$ cat src/rtl/video_timing_monitor_pkg.sv
// Shared types for the video timing monitor: state encoding, debug readout record, signature step.
// Signature logic is used only when VIDEO_TIMING_MONITOR_SIGNATURE_EN is defined.
package video_timing_monitor_pkg;

    localparam int unsigned TM_CNT_W = 12;
    localparam int unsigned SIG_W    = 16;
    localparam int unsigned FC_W     = 16;

    typedef enum logic {
        SEEK    = 1'b0,
        MEASURE = 1'b1
    } mon_state_e;

    typedef struct packed {
        logic [TM_CNT_W-1:0] h_total;
        logic [TM_CNT_W-1:0] h_active;
        logic [TM_CNT_W-1:0] v_total;
        logic [TM_CNT_W-1:0] v_active;
        logic [FC_W-1:0]     frame_count;
        logic                stable;
        logic                de_error;
        logic [SIG_W-1:0]    signature;
    } TimingMeasurement;

    function automatic logic [SIG_W-1:0] sig_step(input logic [SIG_W-1:0] s,
                                                  input logic [23:0]      px);
        return {s[SIG_W-2:0], s[SIG_W-1]} ^ px[15:0] ^ {8'h00, px[23:16]};
    endfunction

endpackage

$ cat src/rtl/video_timing_monitor_if.sv
// Video stream taps and measurement results of the timing monitor.
// master = stream source / result reader, slave = monitor.
interface video_timing_monitor_if #(
    parameter int CNT_W = 12
);
    logic             hsync;
    logic             vsync;
    logic             de;
    logic [23:0]      video;
    logic             clear;
    logic             meas_valid;
    logic [CNT_W-1:0] h_total;
    logic [CNT_W-1:0] h_active;
    logic [CNT_W-1:0] v_total;
    logic [CNT_W-1:0] v_active;
    logic [15:0]      frame_count;
    logic             stable;
    logic             de_error;
    logic [15:0]      signature;

    modport master (
        output hsync, vsync, de, video, clear,
        input  meas_valid, h_total, h_active, v_total, v_active,
               frame_count, stable, de_error, signature
    );

    modport slave (
        input  hsync, vsync, de, video, clear,
        output meas_valid, h_total, h_active, v_total, v_active,
               frame_count, stable, de_error, signature
    );
endinterface

$ cat src/rtl/video_timing_monitor_frame_signature.sv
// Per-frame rotating XOR signature over DE pixels; restarts at each frame boundary.
// Built only when VIDEO_TIMING_MONITOR_SIGNATURE_EN is defined.
`ifdef VIDEO_TIMING_MONITOR_SIGNATURE_EN
module frame_signature
    import video_timing_monitor_pkg::*;
(
    input  logic             clock,
    input  logic             reset,
    input  logic             pixel_en_i,
    input  logic             restart_i,
    input  logic [23:0]      pixel_i,
    output logic [SIG_W-1:0] sig_o
);
    logic [SIG_W-1:0] sig_q, sig_d;

    // A pixel on the boundary cycle belongs to the frame that is starting.
    always_comb begin
        sig_d = restart_i ? '0 : sig_q;
        if (pixel_en_i) sig_d = sig_step(sig_d, pixel_i);
    end

    always_ff @(posedge clock or posedge reset) begin
        if (reset) sig_q <= '0;
        else       sig_q <= sig_d;
    end

    assign sig_o = sig_q;
endmodule
`endif

$ cat src/rtl/video_timing_monitor.sv
// Passive per-frame timing measurement of the HDMI output stream (line/frame totals, DE extents, stability).
// Optional pixel signature under VIDEO_TIMING_MONITOR_SIGNATURE_EN; otherwise signature reads 0.
module video_timing_monitor
    import video_timing_monitor_pkg::*;
#(
    parameter int SYNC_ACTIVE_HIGH = 1,
    parameter int STABLE_FRAMES    = 4,
    parameter int CNT_W            = 12
) (
    input logic                   clock,
    input logic                   reset,
    video_timing_monitor_if.slave bus
);
    localparam int MC_W = $clog2(STABLE_FRAMES + 1);
    localparam logic [CNT_W-1:0] CNT_MAX = '1;
    localparam logic [MC_W-1:0]  MC_FULL = MC_W'(STABLE_FRAMES);

    function automatic logic [CNT_W-1:0] sat_inc(input logic [CNT_W-1:0] v);
        return (v == CNT_MAX) ? v : v + CNT_W'(1);
    endfunction

    logic hs_in, vs_in;
    logic hs_q, vs_q, de_q, hs_prev_q, vs_prev_q, de_prev_q;
    logic hs_lead, vs_lead, de_fall;

    mon_state_e state_q, state_d;
    logic [CNT_W-1:0] h_cnt_q, h_cnt_d, line_len_q, line_len_d, v_cnt_q, v_cnt_d;
    logic [CNT_W-1:0] de_cnt_q, de_cnt_d, ref_w_q, ref_w_d, v_act_q, v_act_d;
    logic             ref_seen_q, ref_seen_d, frame_err_q, frame_err_d;

    logic             meas_valid_q, meas_valid_d;
    logic [CNT_W-1:0] h_total_q, h_total_d, h_active_q, h_active_d;
    logic [CNT_W-1:0] v_total_q, v_total_d, v_active_q, v_active_d;
    logic [15:0]      frame_count_q, frame_count_d;
    logic [MC_W-1:0]  match_cnt_q, match_cnt_d;
    logic             stable_q, stable_d, de_error_q, de_error_d;
    logic [15:0]      signature_q, signature_d, sig;

    assign hs_in   = (SYNC_ACTIVE_HIGH != 0) ? bus.hsync : ~bus.hsync;
    assign vs_in   = (SYNC_ACTIVE_HIGH != 0) ? bus.vsync : ~bus.vsync;
    assign hs_lead = hs_q & ~hs_prev_q;
    assign vs_lead = vs_q & ~vs_prev_q;
    assign de_fall = ~de_q & de_prev_q;

    always_ff @(posedge clock or posedge reset) begin
        if (reset) begin
            {hs_q, vs_q, de_q, hs_prev_q, vs_prev_q, de_prev_q} <= '0;
        end else begin
            hs_q      <= hs_in;
            vs_q      <= vs_in;
            de_q      <= bus.de;
            hs_prev_q <= hs_q;
            vs_prev_q <= vs_q;
            de_prev_q <= de_q;
        end
    end

`ifdef VIDEO_TIMING_MONITOR_SIGNATURE_EN
    logic [23:0] video_q;

    always_ff @(posedge clock or posedge reset) begin
        if (reset) video_q <= '0;
        else       video_q <= bus.video;
    end

    frame_signature u_frame_signature (
        .clock      (clock),
        .reset      (reset),
        .pixel_en_i (de_q),
        .restart_i  (vs_lead),
        .pixel_i    (video_q),
        .sig_o      (sig)
    );
`else
    logic unused_video;
    assign unused_video = ^bus.video;
    assign sig          = '0;
`endif

    always_comb begin
        state_d    = state_q;
        h_cnt_d    = hs_lead ? '0 : sat_inc(h_cnt_q);
        line_len_d = hs_lead ? sat_inc(h_cnt_q) : line_len_q;
        v_cnt_d    = hs_lead ? sat_inc(v_cnt_q) : v_cnt_q;
        de_cnt_d   = de_q ? sat_inc(de_cnt_q) : '0;

        v_act_d     = v_act_q;
        ref_w_d     = ref_w_q;
        ref_seen_d  = ref_seen_q;
        frame_err_d = frame_err_q;
        if (de_fall) begin
            v_act_d = sat_inc(v_act_q);
            if (!ref_seen_q) begin
                ref_w_d    = de_cnt_q;
                ref_seen_d = 1'b1;
            end else if (de_cnt_q != ref_w_q) begin
                frame_err_d = 1'b1;
            end
        end

        meas_valid_d  = 1'b0;
        h_total_d     = h_total_q;
        h_active_d    = h_active_q;
        v_total_d     = v_total_q;
        v_active_d    = v_active_q;
        signature_d   = signature_q;
        match_cnt_d   = match_cnt_q;
        stable_d      = stable_q;
        frame_count_d = bus.clear ? '0 : frame_count_q;
        de_error_d    = de_error_q & ~bus.clear;

        // Line and DE events coincident with the boundary close the ending frame
        // (the _d values), while a coincident hsync lead also opens line 1 of the new one.
        if (vs_lead) begin
            if (state_q == MEASURE) begin
                meas_valid_d  = 1'b1;
                h_total_d     = line_len_d;
                h_active_d    = ref_w_d;
                v_total_d     = v_cnt_q;
                v_active_d    = v_act_d;
                signature_d   = sig;
                frame_count_d = frame_count_d + 16'd1;
                if (frame_err_d) de_error_d = 1'b1;
                if ({line_len_d, ref_w_d, v_cnt_q, v_act_d} ==
                    {h_total_q, h_active_q, v_total_q, v_active_q})
                    match_cnt_d = (match_cnt_q == MC_FULL) ? MC_FULL : match_cnt_q + MC_W'(1);
                else
                    match_cnt_d = '0;
                stable_d = (match_cnt_d == MC_FULL);
            end
            state_d     = MEASURE;
            v_cnt_d     = hs_lead ? CNT_W'(1) : '0;
            v_act_d     = '0;
            ref_w_d     = '0;
            ref_seen_d  = 1'b0;
            frame_err_d = 1'b0;
        end
    end

    always_ff @(posedge clock or posedge reset) begin
        if (reset) begin
            state_q       <= SEEK;
            h_cnt_q       <= '0;
            line_len_q    <= '0;
            v_cnt_q       <= '0;
            de_cnt_q      <= '0;
            ref_w_q       <= '0;
            v_act_q       <= '0;
            ref_seen_q    <= 1'b0;
            frame_err_q   <= 1'b0;
            meas_valid_q  <= 1'b0;
            h_total_q     <= '0;
            h_active_q    <= '0;
            v_total_q     <= '0;
            v_active_q    <= '0;
            frame_count_q <= '0;
            match_cnt_q   <= '0;
            stable_q      <= 1'b0;
            de_error_q    <= 1'b0;
            signature_q   <= '0;
        end else begin
            state_q       <= state_d;
            h_cnt_q       <= h_cnt_d;
            line_len_q    <= line_len_d;
            v_cnt_q       <= v_cnt_d;
            de_cnt_q      <= de_cnt_d;
            ref_w_q       <= ref_w_d;
            v_act_q       <= v_act_d;
            ref_seen_q    <= ref_seen_d;
            frame_err_q   <= frame_err_d;
            meas_valid_q  <= meas_valid_d;
            h_total_q     <= h_total_d;
            h_active_q    <= h_active_d;
            v_total_q     <= v_total_d;
            v_active_q    <= v_active_d;
            frame_count_q <= frame_count_d;
            match_cnt_q   <= match_cnt_d;
            stable_q      <= stable_d;
            de_error_q    <= de_error_d;
            signature_q   <= signature_d;
        end
    end

    assign bus.meas_valid  = meas_valid_q;
    assign bus.h_total     = h_total_q;
    assign bus.h_active    = h_active_q;
    assign bus.v_total     = v_total_q;
    assign bus.v_active    = v_active_q;
    assign bus.frame_count = frame_count_q;
    assign bus.stable      = stable_q;
    assign bus.de_error    = de_error_q;
    assign bus.signature   = signature_q;

endmodule
$ cat src/flat_wrapper.sv
// flat-port wrapper written by rule: the top's interface ports become plain ports
module video_timing_monitor_flat import video_timing_monitor_pkg::*;
#(
    parameter int SYNC_ACTIVE_HIGH = 1,
    parameter int STABLE_FRAMES    = 4,
    parameter int CNT_W            = 12
)
  (clock, reset, bus_hsync, bus_vsync, bus_de, bus_video, bus_clear, bus_meas_valid, bus_h_total, bus_h_active, bus_v_total, bus_v_active, bus_frame_count, bus_stable, bus_de_error, bus_signature);
  video_timing_monitor_if #(.CNT_W(CNT_W)) bus_i ();
  input logic clock;
  input logic reset;
  input wire logic [$bits(bus_i.hsync)-1:0] bus_hsync;
  input wire logic [$bits(bus_i.vsync)-1:0] bus_vsync;
  input wire logic [$bits(bus_i.de)-1:0] bus_de;
  input wire logic [$bits(bus_i.video)-1:0] bus_video;
  input wire logic [$bits(bus_i.clear)-1:0] bus_clear;
  output wire logic [$bits(bus_i.meas_valid)-1:0] bus_meas_valid;
  output wire logic [$bits(bus_i.h_total)-1:0] bus_h_total;
  output wire logic [$bits(bus_i.h_active)-1:0] bus_h_active;
  output wire logic [$bits(bus_i.v_total)-1:0] bus_v_total;
  output wire logic [$bits(bus_i.v_active)-1:0] bus_v_active;
  output wire logic [$bits(bus_i.frame_count)-1:0] bus_frame_count;
  output wire logic [$bits(bus_i.stable)-1:0] bus_stable;
  output wire logic [$bits(bus_i.de_error)-1:0] bus_de_error;
  output wire logic [$bits(bus_i.signature)-1:0] bus_signature;
  assign bus_i.hsync = bus_hsync;
  assign bus_i.vsync = bus_vsync;
  assign bus_i.de = bus_de;
  assign bus_i.video = bus_video;
  assign bus_i.clear = bus_clear;
  assign bus_meas_valid = bus_i.meas_valid;
  assign bus_h_total = bus_i.h_total;
  assign bus_h_active = bus_i.h_active;
  assign bus_v_total = bus_i.v_total;
  assign bus_v_active = bus_i.v_active;
  assign bus_frame_count = bus_i.frame_count;
  assign bus_stable = bus_i.stable;
  assign bus_de_error = bus_i.de_error;
  assign bus_signature = bus_i.signature;
  video_timing_monitor #(.SYNC_ACTIVE_HIGH(SYNC_ACTIVE_HIGH), .STABLE_FRAMES(STABLE_FRAMES), .CNT_W(CNT_W)) u_core (.clock(clock), .reset(reset), .bus(bus_i));
endmodule
$ cat config.mk
export PLATFORM = sky130hd
export DESIGN_NAME = video_timing_monitor_flat
export DESIGN_NICKNAME = d
export VERILOG_FILES = /design/src/rtl/video_timing_monitor_pkg.sv /design/src/rtl/video_timing_monitor_if.sv /design/src/rtl/video_timing_monitor_frame_signature.sv /design/src/rtl/video_timing_monitor.sv /design/src/flat_wrapper.sv
export SDC_FILE = /design/constraint.sdc
export NUM_CORES = 1
export LEC_CHECK = 0
export BUFFER_PORTS_ARGS = -buffer_cell sky130_fd_sc_hd__buf_4
export CAP_MARGIN = 10
export CORE_UTILIZATION = 45
export CTS_CLUSTER_SIZE = 14
export DETAILED_ROUTE_END_ITERATION = 16
export HOLD_SLACK_MARGIN = 0.05
export PLACE_DENSITY = 0.68
export REMOVE_ABC_BUFFERS = 1
export SETUP_SLACK_MARGIN = 0.02
export SYNTH_ARGS = -nofsm -noshare
export SYNTH_HDL_FRONTEND = slang
export SYNTH_SLANG_ARGS = --single-unit
$ cat constraint.sdc
create_clock -name clock -period 4.45 [get_ports clock]
set_input_delay 0.445 -clock clock [delete_from_list [all_inputs] [get_ports clock]]
set_output_delay 0.445 -clock clock [all_outputs]
set_load 0.01 [all_outputs]
### Word level (Yosys, flattened, before mapping)

Cells that the tools add are included.

| storage, ports and cells | value |
|---|---|
| bits in registers | 151 |
| bits of input ports | 30 |
| logic and storage cells | 85 |

| operators by class | value |
|---|---|
| add/subtract/negate cells | 6 |
| eq/ne operators | 10 |
| multiplexer cells | 33 |
| bitwise gates (word level) | 8 |
| reduce and logical (&&, ||, !) cells | 4 |

Operators by type and width:

| kind | count |
|---|---|
| $mux W12 | 14 |
| $add A12 B1 Y12 const B | 4 |
| $eq A12 B12 Y1 const B | 4 |
| $eq A48 B48 Y1 | 1 |
| $mux W16 | 3 |
| $add A16 B1 Y16 const B | 1 |
| $mux W1 | 12 |
| $mux W3 | 4 |
| $ne A12 B12 Y1 | 1 |
| $eq A3 B3 Y1 const B | 2 |
| $and A1 B1 Y1 | 4 |
| $not A1 Y1 | 4 |
| $reduce_and A2 Y1 | 2 |
| $reduce_bool A2 Y1 | 2 |
| $add A3 B1 Y3 const B | 1 |
| $ne A2 B1 Y1 const B | 1 |
| $ne A2 B2 Y1 const B | 1 |

### Longest topological paths before layout

Gate-level depths: netlist of run 1.

| depth | value |
|---|---|
| depth in word-level cells | 8 |
| depth in mapped cells | 12 |

### Worst setup path before layout of run 1

Ideal clock, no wire load.

| timing path | value |
|---|---|
| path type | reg-to-reg |
| from | register u_core.v_act_q[0] |
| to | register u_core.match_cnt_q[0] |
| library setup time | 0.076 ns |
| data arrival time | 2.929 ns |
| required time | 4.374 ns |
| slack | 1.445 ns |
| stages on the path, launching flop included | 11 |
| cells stage by stage | dfrtp_1 ha_1 nand4b_1 a311oi_1 xor3_1 a221oi_2 o2111ai_1 or4_1 or4_4 a211o_1 o21ai_2 |

| between the ends | value |
|---|---|
| word-level cells in the longest chain between the ends | 7 |

Ends and longest elaborated chain:

| item | line | text |
|---|---|---|
| start, declared | video_timing_monitor.sv:28 | `logic [CNT_W-1:0] de_cnt_q, de_cnt_d, ref_w_q, ref_w_d, v_act_q, v_act_d;` |
| start signal, assigned | video_timing_monitor.sv:168 | `v_act_q <= v_act_d;` |
| $add A12 B1 Y12 or $eq A12 B12 Y1 (tied branches) | video_timing_monitor.sv:19 | `return (v == CNT_MAX) ? v : v + CNT_W'(1);` |
| $mux W12 | video_timing_monitor.sv:19 |  |
| $mux W12 (*) | video_timing_monitor.sv:91 | `if (de_fall) begin` |
| $eq A48 B48 Y1 (*) | video_timing_monitor.sv:124 | `if ({line_len_d, ref_w_d, v_cnt_q, v_act_d} ==` |
| $mux W3 (*) | video_timing_monitor.sv:124 |  |
| $mux W3 (*) | video_timing_monitor.sv:115 | `if (state_q == MEASURE) begin` |
| $mux W3 (*) | video_timing_monitor.sv:114 | `if (vs_lead) begin` |
| end signal, assigned | video_timing_monitor.sv:177 | `match_cnt_q <= match_cnt_d;` |
| end, declared | video_timing_monitor.sv:35 | `logic [MC_W-1:0] match_cnt_q, match_cnt_d;` |

Every way passes the cells marked *; elsewhere a longest branch is shown, timed or not. The select of a mux whose other input is x is not followed.
A chain may end at the register's enable or synchronous reset.

### Final worst setup path of run 1

| timing path | value |
|---|---|
| from | register u_core.de_q |
| to | register u_core.match_cnt_q[0] |

| between the ends | value |
|---|---|
| word-level cells in the longest chain between the ends | 7 |

Ends and longest elaborated chain:

| item | line | text |
|---|---|---|
| start, declared | video_timing_monitor.sv:23 | `logic hs_q, vs_q, de_q, hs_prev_q, vs_prev_q, de_prev_q;` |
| start signal, assigned | video_timing_monitor.sv:51 | `de_q <= bus.de;` |
| $not A1 Y1 (*) | video_timing_monitor.sv:43 | `assign de_fall = ~de_q & de_prev_q;` |
| $and A1 B1 Y1 (*) | video_timing_monitor.sv:43 |  |
| $mux W12 | video_timing_monitor.sv:91 |  |
| $eq A48 B48 Y1 (*) | video_timing_monitor.sv:124 |  |
| $mux W3 (*) | video_timing_monitor.sv:124 |  |
| $mux W3 (*) | video_timing_monitor.sv:115 |  |
| $mux W3 (*) | video_timing_monitor.sv:114 |  |

Marks and branches as above.

==> impl_metrics.json, run 1 <==
{
  "status": "complete, no violations",
  "fillers": 1533,
  "seq_area_frac_synth_pct": 48.5,
  "cpLargestDelayFamily": "simple AND/OR/NAND/NOR gates",
  "io_pins": 113,
  "synthDistinctLibCells": 70,
  "syn_area_mm2": 0.00779,
  "design_area_mm2": 0.00905,
  "min_period_over_period_pct": 85.0,
  "ant_nets": 0,
  "worst_slew_pin_slew_ns": 0.875,
  "path_buf_inv": 1,
  "antenna_found_initial": 0,
  "relSlewSlack_pct": 41.4,
  "final_cell_mix": "dfrtp_1, nand2_1, nor2_1",
  "cts_tree": "done",
  "post_cts_buffers": 0,
  "clk_latency_ns": 0.43,
  "crit_fanout": 10,
  "dr.pass1.iters": 4,
  "post_cts_resized": 0,
  "cp.required_ns": 4.81,
  "p_sw_mw": 0.960,
  "cts_hold_buffers": 0,
  "hold_class": "in2reg",
  "p_leak_nw": 4.24,
  "end_kind": "flip-flop",
  "crit_chain": "nor3b_2, buf_4, mux2i_1, xnor2_1, nor4_1, nand4_1, or4_1, or4_4, a211o_1, o21ai_2",
  "synth.avg_cell_area_um2": 9.55,
  "cts_max_path_buffers": 2,
  "worst_path_max_delay_cell": "nor3b_2",
  "grt-ovfl-total": 0,
  "swShare_pct": 28.2,
  "syn_inst": 816,
  "p_clk_share_pct": 42.2,
  "dieArea_mm2": 0.0179,
  "routedWlPerCell_um": 15.7,
  "numCtsBuffers": 17,
  "drt_iter0_drc": 401,
  "cts_num_sinks": 151,
  "fmax_mhz": 264,
  "grt_pass1_vias": 5608,
  "worstSetupStartpointType": "flip-flop",
  "async_flop_share_pct": 100,
  "vias": 5938,
  "crit_arrival_ns": 4.14,
  "place_area_mm2": 0.00846,
  "grt_usage_pct": 20.9,
  "seqPwrFrac_pct": 45.4,
  "initial_utilization_pct": 46.5,
  "place_hpwl_um": 12100,
  "grt_pass1_wl_um": 29200,
  "slowest_delay_ns": 0.74,
  "power.density_mw_per_mm2": 376,
  "ir_worst_vdd_mv": 0.298,
  "cap_violations": 0,
  "fin_crit_ns": 3.78,
  "port_buffers": 72,
  "fin_nets": 915,
  "ys.flop_type": "dfrtp_1",
  "rows": 47,
  "die_x_um": 134,
  "drive_gt1_share_pct": 15.5,
  "p_int_mw": 2.44,
  "rsz0062_at_grt": "no",
  "drt-vias-per-instance": 5.34,
  "path_class": "reg2reg",
  "htreeDepth": 4,
  "gp_congestion": 0.876,
  "ys_seq_elements": 151,
  "dp_cells": 1079,
  "final_cells": 1111,
  "routed_wl_um": 17400,
  "synth_top_area_cell": "dfrtp_1",
  "setup_viol": 0,
  "cts_root_buffer": "clkbuf_16",
  "drc": 0,
  "grt_max_degree": 85,
  "combPwrFrac_pct": 12.4,
  "fin_skew_ns": 0.0112,
  "coreArea_mm2": 0.0168,
  "yosys_warnings": 0,
  "cts.clk_slew.worst_paths_ns": 0.07,
  "synth_top_area_share_pct": 48.5,
  "synthTopCellsByArea": "dfrtp_1, nand2_1, xnor2_1",
  "drv_slew": 0,
  "n_antenna_cell": 0,
  "hold_viol_final": 0,
  "die_h_um": 134,
  "synth_edf_count": 0,
  "area_growth_pct": 16.1,
  "final_common_cell": "dfrtp_1"
}
==> synth_stat cells (all sizes together) (3+ instances only) <==
cell / n
dfrtp: 151
nand2: 118
nor2: 85
xnor2: 46
o21ai: 43
xor2: 42
clkbuf: 28
nand3: 27
buf: 26
inv: 23
nand4: 22
mux2i: 18
a21oi: 17
nor3: 15
nor2b: 14
a31oi: 11
nor4: 11
and2: 9
and3: 9
nand2b: 9
and4: 7
ha: 7
nor3b: 7
mux2: 6
o31ai: 6
or3: 5
a2111oi: 4
a311oi: 4
or4: 4
a211o: 3
nand3b: 3
o22ai: 3
==> layout make-up <==
class                           instances  area [um2]  share of cell area [%]
Tap cell                              220         275                    3.04
Sequential cell                       151        3780                    41.7
Multi-Input combinational cell        603        3700                    40.9
Clock inverter                         13         138                    1.52
Inverter                               23        91.3                    1.01
Clock buffer                           19         453                    5.00
Timing Repair Buffer                   82         616                    6.80
==> path summary, 6_finish.rpt <==
check                                   endpoint  slack [ns]         from  depth (start not counted)
max in group asynchronous     u_core.v_act_q[11]        3.34        reset                          3
min in group asynchronous  u_core.bus.h_total[2]        0.13        reset                          2
min reg2reg                     u_core.vs_prev_q        0.37  u_core.vs_q                          0
max reg2reg                u_core.match_cnt_q[0]        0.67  u_core.de_q                         10
max                        u_core.match_cnt_q[0]        0.67  u_core.de_q                         10
min                                  u_core.hs_q        0.12    bus_hsync                          1
==> routing by layer <==
metal | share of wire [%] | routed length, um | global-route usage, % | vias up
li1 | - | - | - | 2916
met1 | 49 | 8540 | 29.9 | 2859
met2 | 46 | 7980 | 32.0 | 142
met3 | 3.9 | 682 | 3.84 | 21
met4 | 1.4 | 246 | 6.57 | 0
met5 | 0 | 0 | 0 | -
==> state kept, by name (all words and copies together), names as in the netlist, 3 cells and up <==
| name | flops |
|---|---|
| u_core.bus.frame_count | 16 |
| u_core.bus.h_active | 12 |
| u_core.bus.h_total | 12 |
| u_core.bus.v_active | 12 |
| u_core.bus.v_total | 12 |
| u_core.de_cnt_q | 12 |
| u_core.h_cnt_q | 12 |
| u_core.line_len_q | 12 |
| u_core.match_cnt_q | 3 |
| u_core.ref_w_q | 12 |
| u_core.v_act_q | 12 |
| u_core.v_cnt_q | 12 |
==> stage by stage <==
stage / hold WS (ns) / util, % / setup WS [ns] / TNS [ns] / total power, mW
after floorplan: 0.347 / - / -1.24 / -21.58 / 1.81
after global placement: 0.359 / 50.5 / 0.710 / 0 / 1.98
after detailed placement: 0.359 / 50.5 / 0.605 / 0 / 1.99
after CTS: 0.104 / 54.0 / 0.612 / 0 / 3.43
after global routing: 0.103 / 54.0 / 0.311 / 0 / 3.55
final: 0.117 / 54.0 / 0.665 / 0 / 3.40
==> kinds of logic (layout without fill, tap and decap cells) <==
logic type	Yosys count	in the layout	share of synthesized area, %
compound gates	116	116	10.1
xor+xnor	89	89	10.2
fa+ha+maj	7	7	1.12
buf+inv	77	137	4.83
flops	151	151	48.5
mux	24	24	3.18
other cells	1	16	0.0481
simple gates	351	351	22.1
==> power groups by stage <==
stage / Combinational, mW / Sequential (mW) / Clock (mW)
finish: 0.421 / 1.54 / 1.43
global route: 0.471 / 1.56 / 1.52
CTS: 0.426 / 1.54 / 1.46
detailed placement: 0.423 / 1.57 / 0
global placement: 0.417 / 1.57 / 0
floorplan: 0.253 / 1.56 / 0
Note: power is estimated with default switching activity, not from simulation.
==> run 2: changes to the inputs <==
--- a/config.mk
+++ b/config.mk
@@ -10,6 +10,7 @@
 export CORE_UTILIZATION = 45
 export CTS_CLUSTER_SIZE = 14
 export DETAILED_ROUTE_END_ITERATION = 16
+export GPL_TIMING_DRIVEN = 0
 export HOLD_SLACK_MARGIN = 0.05
 export PLACE_DENSITY = 0.68
 export REMOVE_ABC_BUFFERS = 1
==> run 2 against run 1 <==
Against the previous run:
- utilization grew 0.14 points
- critical path type unchanged
- global-route usage shrank 0.54 points
- combinational power is essentially flat
- first-iteration DRC count shrank 9.5%
- critical path depth grew 2
- design area grew 0.26%
- largest cell class unchanged
- wire length shrank 2.1%
- power shrank 1.0%
- sequential share of layout area shrank 0.11 points
- non-clock buffer count shrank 5
==> impl_metrics.json, run 2 (synthesized netlist as in run 1, its figures left out) <==
{
  "grt_usage_pct": 20.3,
  "crit_fanout": 40,
  "ant_nets": 0,
  "die_x_um": 134,
  "cts_num_sinks": 151,
  "drive_gt1_share_pct": 15.2,
  "fmax_mhz": 246,
  "rsz0062_at_grt": "no",
  "cp.required_ns": 4.79,
  "largest_reg_flops": 16,
  "cts_tree": "done",
  "antenna_found_initial": 0,
  "drt_iter0_drc": 363,
  "routed_wl_um": 17100,
  "area_growth_pct": 16.4,
  "p_clk_share_pct": 41.4,
  "final_cell_mix": "dfrtp_1, nand2_1, nor2_1",
  "rows": 47,
  "p_total_mw": 3.36,
  "seqPwrFrac_pct": 46.0,
  "pre_cts_ws_ns": -0.306,
  "end_kind": "flip-flop",
  "hold_class": "in2async",
  "fin_skew_ns": 0.00738,
  "fin_nets": 910,
  "worst_slew_pin_slew_ns": 0.975,
  "setup_viol": 0,
  "p_int_mw": 2.41,
  "swShare_pct": 28.3,
  "fin_crit_ns": 4.07,
  "place_hpwl_um": 12000,
  "hold_viol_final": 0,
  "final_util_pct": 54.2,
  "n_antenna_cell": 0,
  "worst_path_max_delay_cell": "or4_1",
  "ff2ff_setup_slack_ns": 0.38,
  "final_cells": 1106,
  "crit_arrival_ns": 4.40,
  "p_leak_nw": 4.23,
  "cts_root_buffer": "clkbuf_16",
  "grt_pass1_wl_um": 28600,
  "port_buffers": 72,
  "relSlewSlack_pct": 35.0,
  "grt_pass1_vias": 5584,
  "rr_worst_depth": 12,
  "coreArea_mm2": 0.0168,
  "min_period_over_period_pct": 91.4,
  "path_class": "reg2reg",
  "htreeDepth": 4,
  "crit_chain": "nor2b_4, buf_12, nand2_4, buf_12, clkinvlp_4, nand4_1, nor4_1, nand4_1, or4_1, or4_4, a211o_1, o21ai_2",
  "fin_ws_ns": 0.384,
  "io_pins": 113,
  "clk_latency_ns": 0.43,
  "final_common_cell": "dfrtp_1",
  "initial_utilization_pct": 46.5,
  "worstSetupStartpointType": "flip-flop",
  "vias": 5927,
  "hold_slack_ns": 0.0633,
  "grt-ovfl-total": 0,
  "power.density_mw_per_mm2": 371,
  "gp_congestion": 0.900,
  "cts.clk_slew.worst_paths_ns": 0.07,
  "ir_worst_vdd_mv": 0.289,
  "drt-vias-per-instance": 5.36,
  "grt_max_degree": 100,
  "p_sw_mw": 0.953,
  "cts_max_path_buffers": 2,
  "routedWlPerCell_um": 15.4,
  "combPwrFrac_pct": 12.6,
  "dp_cells": 1074,
  "dr.pass1.iters": 6,
  "status": "complete, no violations",
  "numCtsBuffers": 17,
  "slowest_delay_ns": 0.48,
  "cap_violations": 0,
  "drc": 0,
  "die_h_um": 134,
  "dieArea_mm2": 0.0179,
  "drv_slew": 0
}
[run 2: cell count changes in the layout (fill, tap and decap cells not counted), sizes merged]
| cell | delta |
|---|---|
| buf | -5 |
| clkbuf | -2 |
| clkinvlp | +1 |
| clkinv | +1 |
[run 2: critical path: cells and delay by family (launching register included)]
kind	cells	cell delay [ns]
buf+inv	3	0.97
flops	1	0.39
simple gates	7	2.30
compound gates	2	0.31
[run 2: final cells by class]
type / instances / area, um2
fill: 1503 / 7680
sequential: 151 / 3780
multi-input combinational: 603 / 3720
timing repair buffer: 77 / 638
clock buffer: 17 / 425
tap: 220 / 275
clock inverter: 15 / 144
inverter: 23 / 95.1
[run 2: metrics by stage]
stage | TNS, ns | instance area [um2]
floorplan | -21.58 | 7560
CTS | 0 | 9070
detailed placement | -0.940 | 8500
finish | 0 | 9080
global placement | -466.07 | 8380
global route | 0 | 9080
[run 2: routing by layer]
layer / part of all wire (%) / GRT usage, % / vias to the layer above
met3: 4.7 / 4.11 / 20
met2: 45 / 30.8 / 149
met4: 1.6 / 6.88 / 0
li1: - / - / 2903
met5: 0 / 0 / -
met1: 49 / 29.0 / 2855
[run 2: path summary, 6_finish.rpt]
kind	start	end
setup / recovery	u_core.vs_prev_q	u_core.match_cnt_q[0]
hold / removal	reset	u_core.bus.meas_valid
setup reg to reg	u_core.vs_prev_q	u_core.match_cnt_q[0]
hold reg to reg	u_core.vs_q	u_core.vs_prev_q
max in group asynchronous	reset	u_core.bus.h_active[2]
min in group clock	bus_de	u_core.de_q
[run 2: power groups by stage]
stage | logic (mW) | clock network, mW | registers, mW
4_1_cts | 0.429 | 1.41 | 1.54
3_3_place_gp | 0.408 | 0 | 1.57
5_1_grt | 0.472 | 1.47 | 1.56
2_1_floorplan | 0.253 | 0 | 1.56
6_report | 0.424 | 1.39 | 1.55
3_5_place_dp | 0.425 | 0 | 1.57
[run 2: repair_timing]
item / 4_1_cts / 5_1_grt
endpoints found under the setup margin: 4 / 3
resized for setup: 1 / 1
setup buffers: 0 / 0
hold buffers: 0 / 0
==> run 3: changes to the inputs <==
--- a/config.mk
+++ b/config.mk
@@ -12,9 +12,10 @@
 export DETAILED_ROUTE_END_ITERATION = 16
 export GPL_TIMING_DRIVEN = 0
 export HOLD_SLACK_MARGIN = 0.05
-export PLACE_DENSITY = 0.68
+export PLACE_DENSITY = 0.67
 export REMOVE_ABC_BUFFERS = 1
 export SETUP_SLACK_MARGIN = 0.02
 export SYNTH_ARGS = -nofsm -noshare
 export SYNTH_HDL_FRONTEND = slang
+export SYNTH_HIERARCHICAL = 1
 export SYNTH_SLANG_ARGS = --single-unit
==> run 3 against run 2 <==
Against the previous run:
- clock power up 12%
- critical path depth unchanged
- wire length is 22% higher
- clock-buffer cell count is 3 higher
- critical path type unchanged
- critical endpoint is now u_core/match_cnt_q[2]
- highest routed layer unchanged
==> impl_metrics.json, run 3 <==
{
  "async_flop_share_pct": 100,
  "cap_violations": 0,
  "drc": 0,
  "grt-ovfl-total": 0,
  "hold_class": "in2async",
  "largest_reg_flops": 16,
  "seq_area_frac_synth_pct": 43.8,
  "synth_mux_area_share_pct": 2.48,
  "ant_nets": 0,
  "synth_edf_count": 0,
  "min_period_over_period_pct": 91.2,
  "clk_latency_ns": 0.42,
  "dr.pass1.iters": 6,
  "grt_pass1_wl_um": 35200,
  "htreeDepth": 4,
  "synth_compound_area_share_pct": 13.0,
  "yosys_warnings": 6,
  "rows": 50,
  "synthXorXnorAreaFrac_pct": 9.03,
  "n_antenna_cell": 0,
  "status": "complete, no violations",
  "cp.required_ns": 4.77,
  "grt_max_degree": 81,
  "p_leak_nw": 4.50,
  "synthTopCellsByArea": "dfrtp_1, nand2_1, xor2_1",
  "coreArea_mm2": 0.0188,
  "cts_tree": "done",
  "place_hpwl_um": 14400,
  "ys_top_cells_by_count": "dfrtp_1, nand2_1, nor2_1",
  "end_kind": "flip-flop",
  "fmax_mhz": 246,
  "area_growth_pct": 15.0,
  "synth.avg_cell_area_um2": 9.21,
  "fin_nets": 1014,
  "synth_top_area_cell": "dfrtp_1",
  "synthDistinctLibCells": 86,
  "relSlewSlack_pct": 35.1,
  "syn_inst": 936,
  "synthAdderAreaFrac_pct": 1.02,
  "worst_slew_pin_slew_ns": 0.973,
  "vias": 6935,
  "antenna_found_initial": 0,
  "die_x_um": 140,
  "cts_num_sinks": 151,
  "crit_arrival_ns": 4.38,
  "r2r_start": "u_core/vs_prev_q",
  "cts_root_buffer": "clkbuf_16",
  "cts.clk_slew.worst_paths_ns": 0.06,
  "synth_top_area_share_pct": 43.8,
  "grt_pass1_vias": 6652,
  "ys.flop_type": "dfrtp_1",
  "syn_area_mm2": 0.00862,
  "ys_seq_elements": 151,
  "crit_fanout": 59,
  "synth_simple_gate_area_share_pct": 25.1,
  "yosysMostFrequentCell": "dfrtp_1",
  "gp_congestion": 0.911,
  "cts_max_path_buffers": 2,
  "post_cts_buffers": 0,
  "fin_skew_ns": 0.00978,
  "timing.setup.tns_ns": 0,
  "io_pins": 113,
  "final_cells": 1221,
  "final_common_cell": "dfrtp_1",
  "grt_usage_pct": 22.4,
  "path_class": "reg2reg",
  "dieArea_mm2": 0.0197,
  "dp_cells": 1191,
  "numCtsBuffers": 17,
  "rsz0062_at_grt": "no",
  "ir_worst_vdd_mv": 0.250,
  "hold_slack_ns": 0.125,
  "power.density_mw_per_mm2": 374,
  "die_h_um": 140,
  "drive_gt1_share_pct": 14.4,
  "fin_crit_ns": 4.06,
  "drt_iter0_drc": 563,
  "hold_viol_final": 0,
  "routed_wl_um": 20800,
  "routedWlPerCell_um": 17.0,
  "synth_top_family_by_area": "simple AND/OR/NAND/NOR gates",
  "drt-vias-per-instance": 5.68,
  "initial_utilization_pct": 45.9,
  "port_buffers": 72,
  "final_cell_mix": "dfrtp_1, nand2_1, nor2_1",
  "worstSetupStartpointType": "flip-flop",
  "setup.worst_path.start": "u_core/vs_prev_q",
  "drv_slew": 0,
  "setup_viol": 0
}
[run 3: cell count changes in the layout (fill, tap and decap cells not counted), sizes merged, moves of 7 or more]
cell   delta
a21oi    +14
nor2     +20
nor2b     +7
nand4    +11
nor4      +7
o21a      +7
[run 3: critical path: stages, from the launching register on]
cell      delay, ns
dfrtp_1        0.40
nor2b_4        0.27
buf_12         0.25
nand2_2        0.32
buf_16         0.29
clkinv_2       0.68
nand4_1        0.17
nor4_1         0.45
o2111a_1       0.27
nand4_1        0.17
nor4_2         0.41
nand3_1        0.12
a21oi_1        0.16
[run 3: power breakdown]
group	total, mW	internal, mW	switching (mW)
clock	1.56	1.00	0.555
combinational	0.567	0.243	0.324
sequential	1.58	1.46	0.121
total	3.70	2.70	1.00
[run 3: routing by layer]
layer / GRT usage, % / part of all wire, % / vias to the layer above
li1: - / - / 3338
met1: 32.7 / 48 / 3384
met2: 33.5 / 45 / 195
met3: 4.79 / 5.7 / 18
met4: 5.96 / 1.3 / 0
met5: 0 / 0 / -
[run 3: worst paths after layout]
path,to,cells past startpoint,slack (ns)
max in group asynchronous,u_core/bus.frame_count[13],3,3.49
min in group clock,u_core/vs_q,1,0.13
worst min-delay path,u_core/bus.h_active[1],2,0.13
worst min register to register,u_core/vs_prev_q,0,0.38
worst max register to register,u_core/match_cnt_q[2],12,0.39
worst max-delay path,u_core/match_cnt_q[2],12,0.39
[run 3: layout make-up]
cell class	instances	area [um2]
clock buffer	20	447
clock inverter	9	176
tap	234	293
timing repair buffer	78	673
inverter	25	100
sequential	151	3780
multi-input combinational	704	4440
fill	1759	8860
[run 3: cells by family (layout without fill, tap and decap cells)]
group           Yosys count  after routing
buf+inv                  96            132
flops                   151            151
other cells               1             16
fa+ha+maj                 7              7
xor+xnor                 88             88
mux                      20             20
simple gates            414            414
compound gates          159            159
[run 3: repair_timing]
item | CTS | global route
gates resized for setup | 0 | 1
hold buffers | 0 | 0
endpoints found under the setup margin | 0 | 4
[run 3: metrics by stage]
step	power [mW]	instance area [um2]	setup WS, ns	util, %
2_1_floorplan	1.94	8290	-0.556	-
3_3_place_gp	2.15	9130	-3.76	48.6
3_5_place_dp	2.17	9260	0.183	49.3
4_1_cts	3.73	9880	0.148	52.6
5_1_grt	3.88	9910	0.0368	52.8
6_report	3.70	9910	0.390	52.8
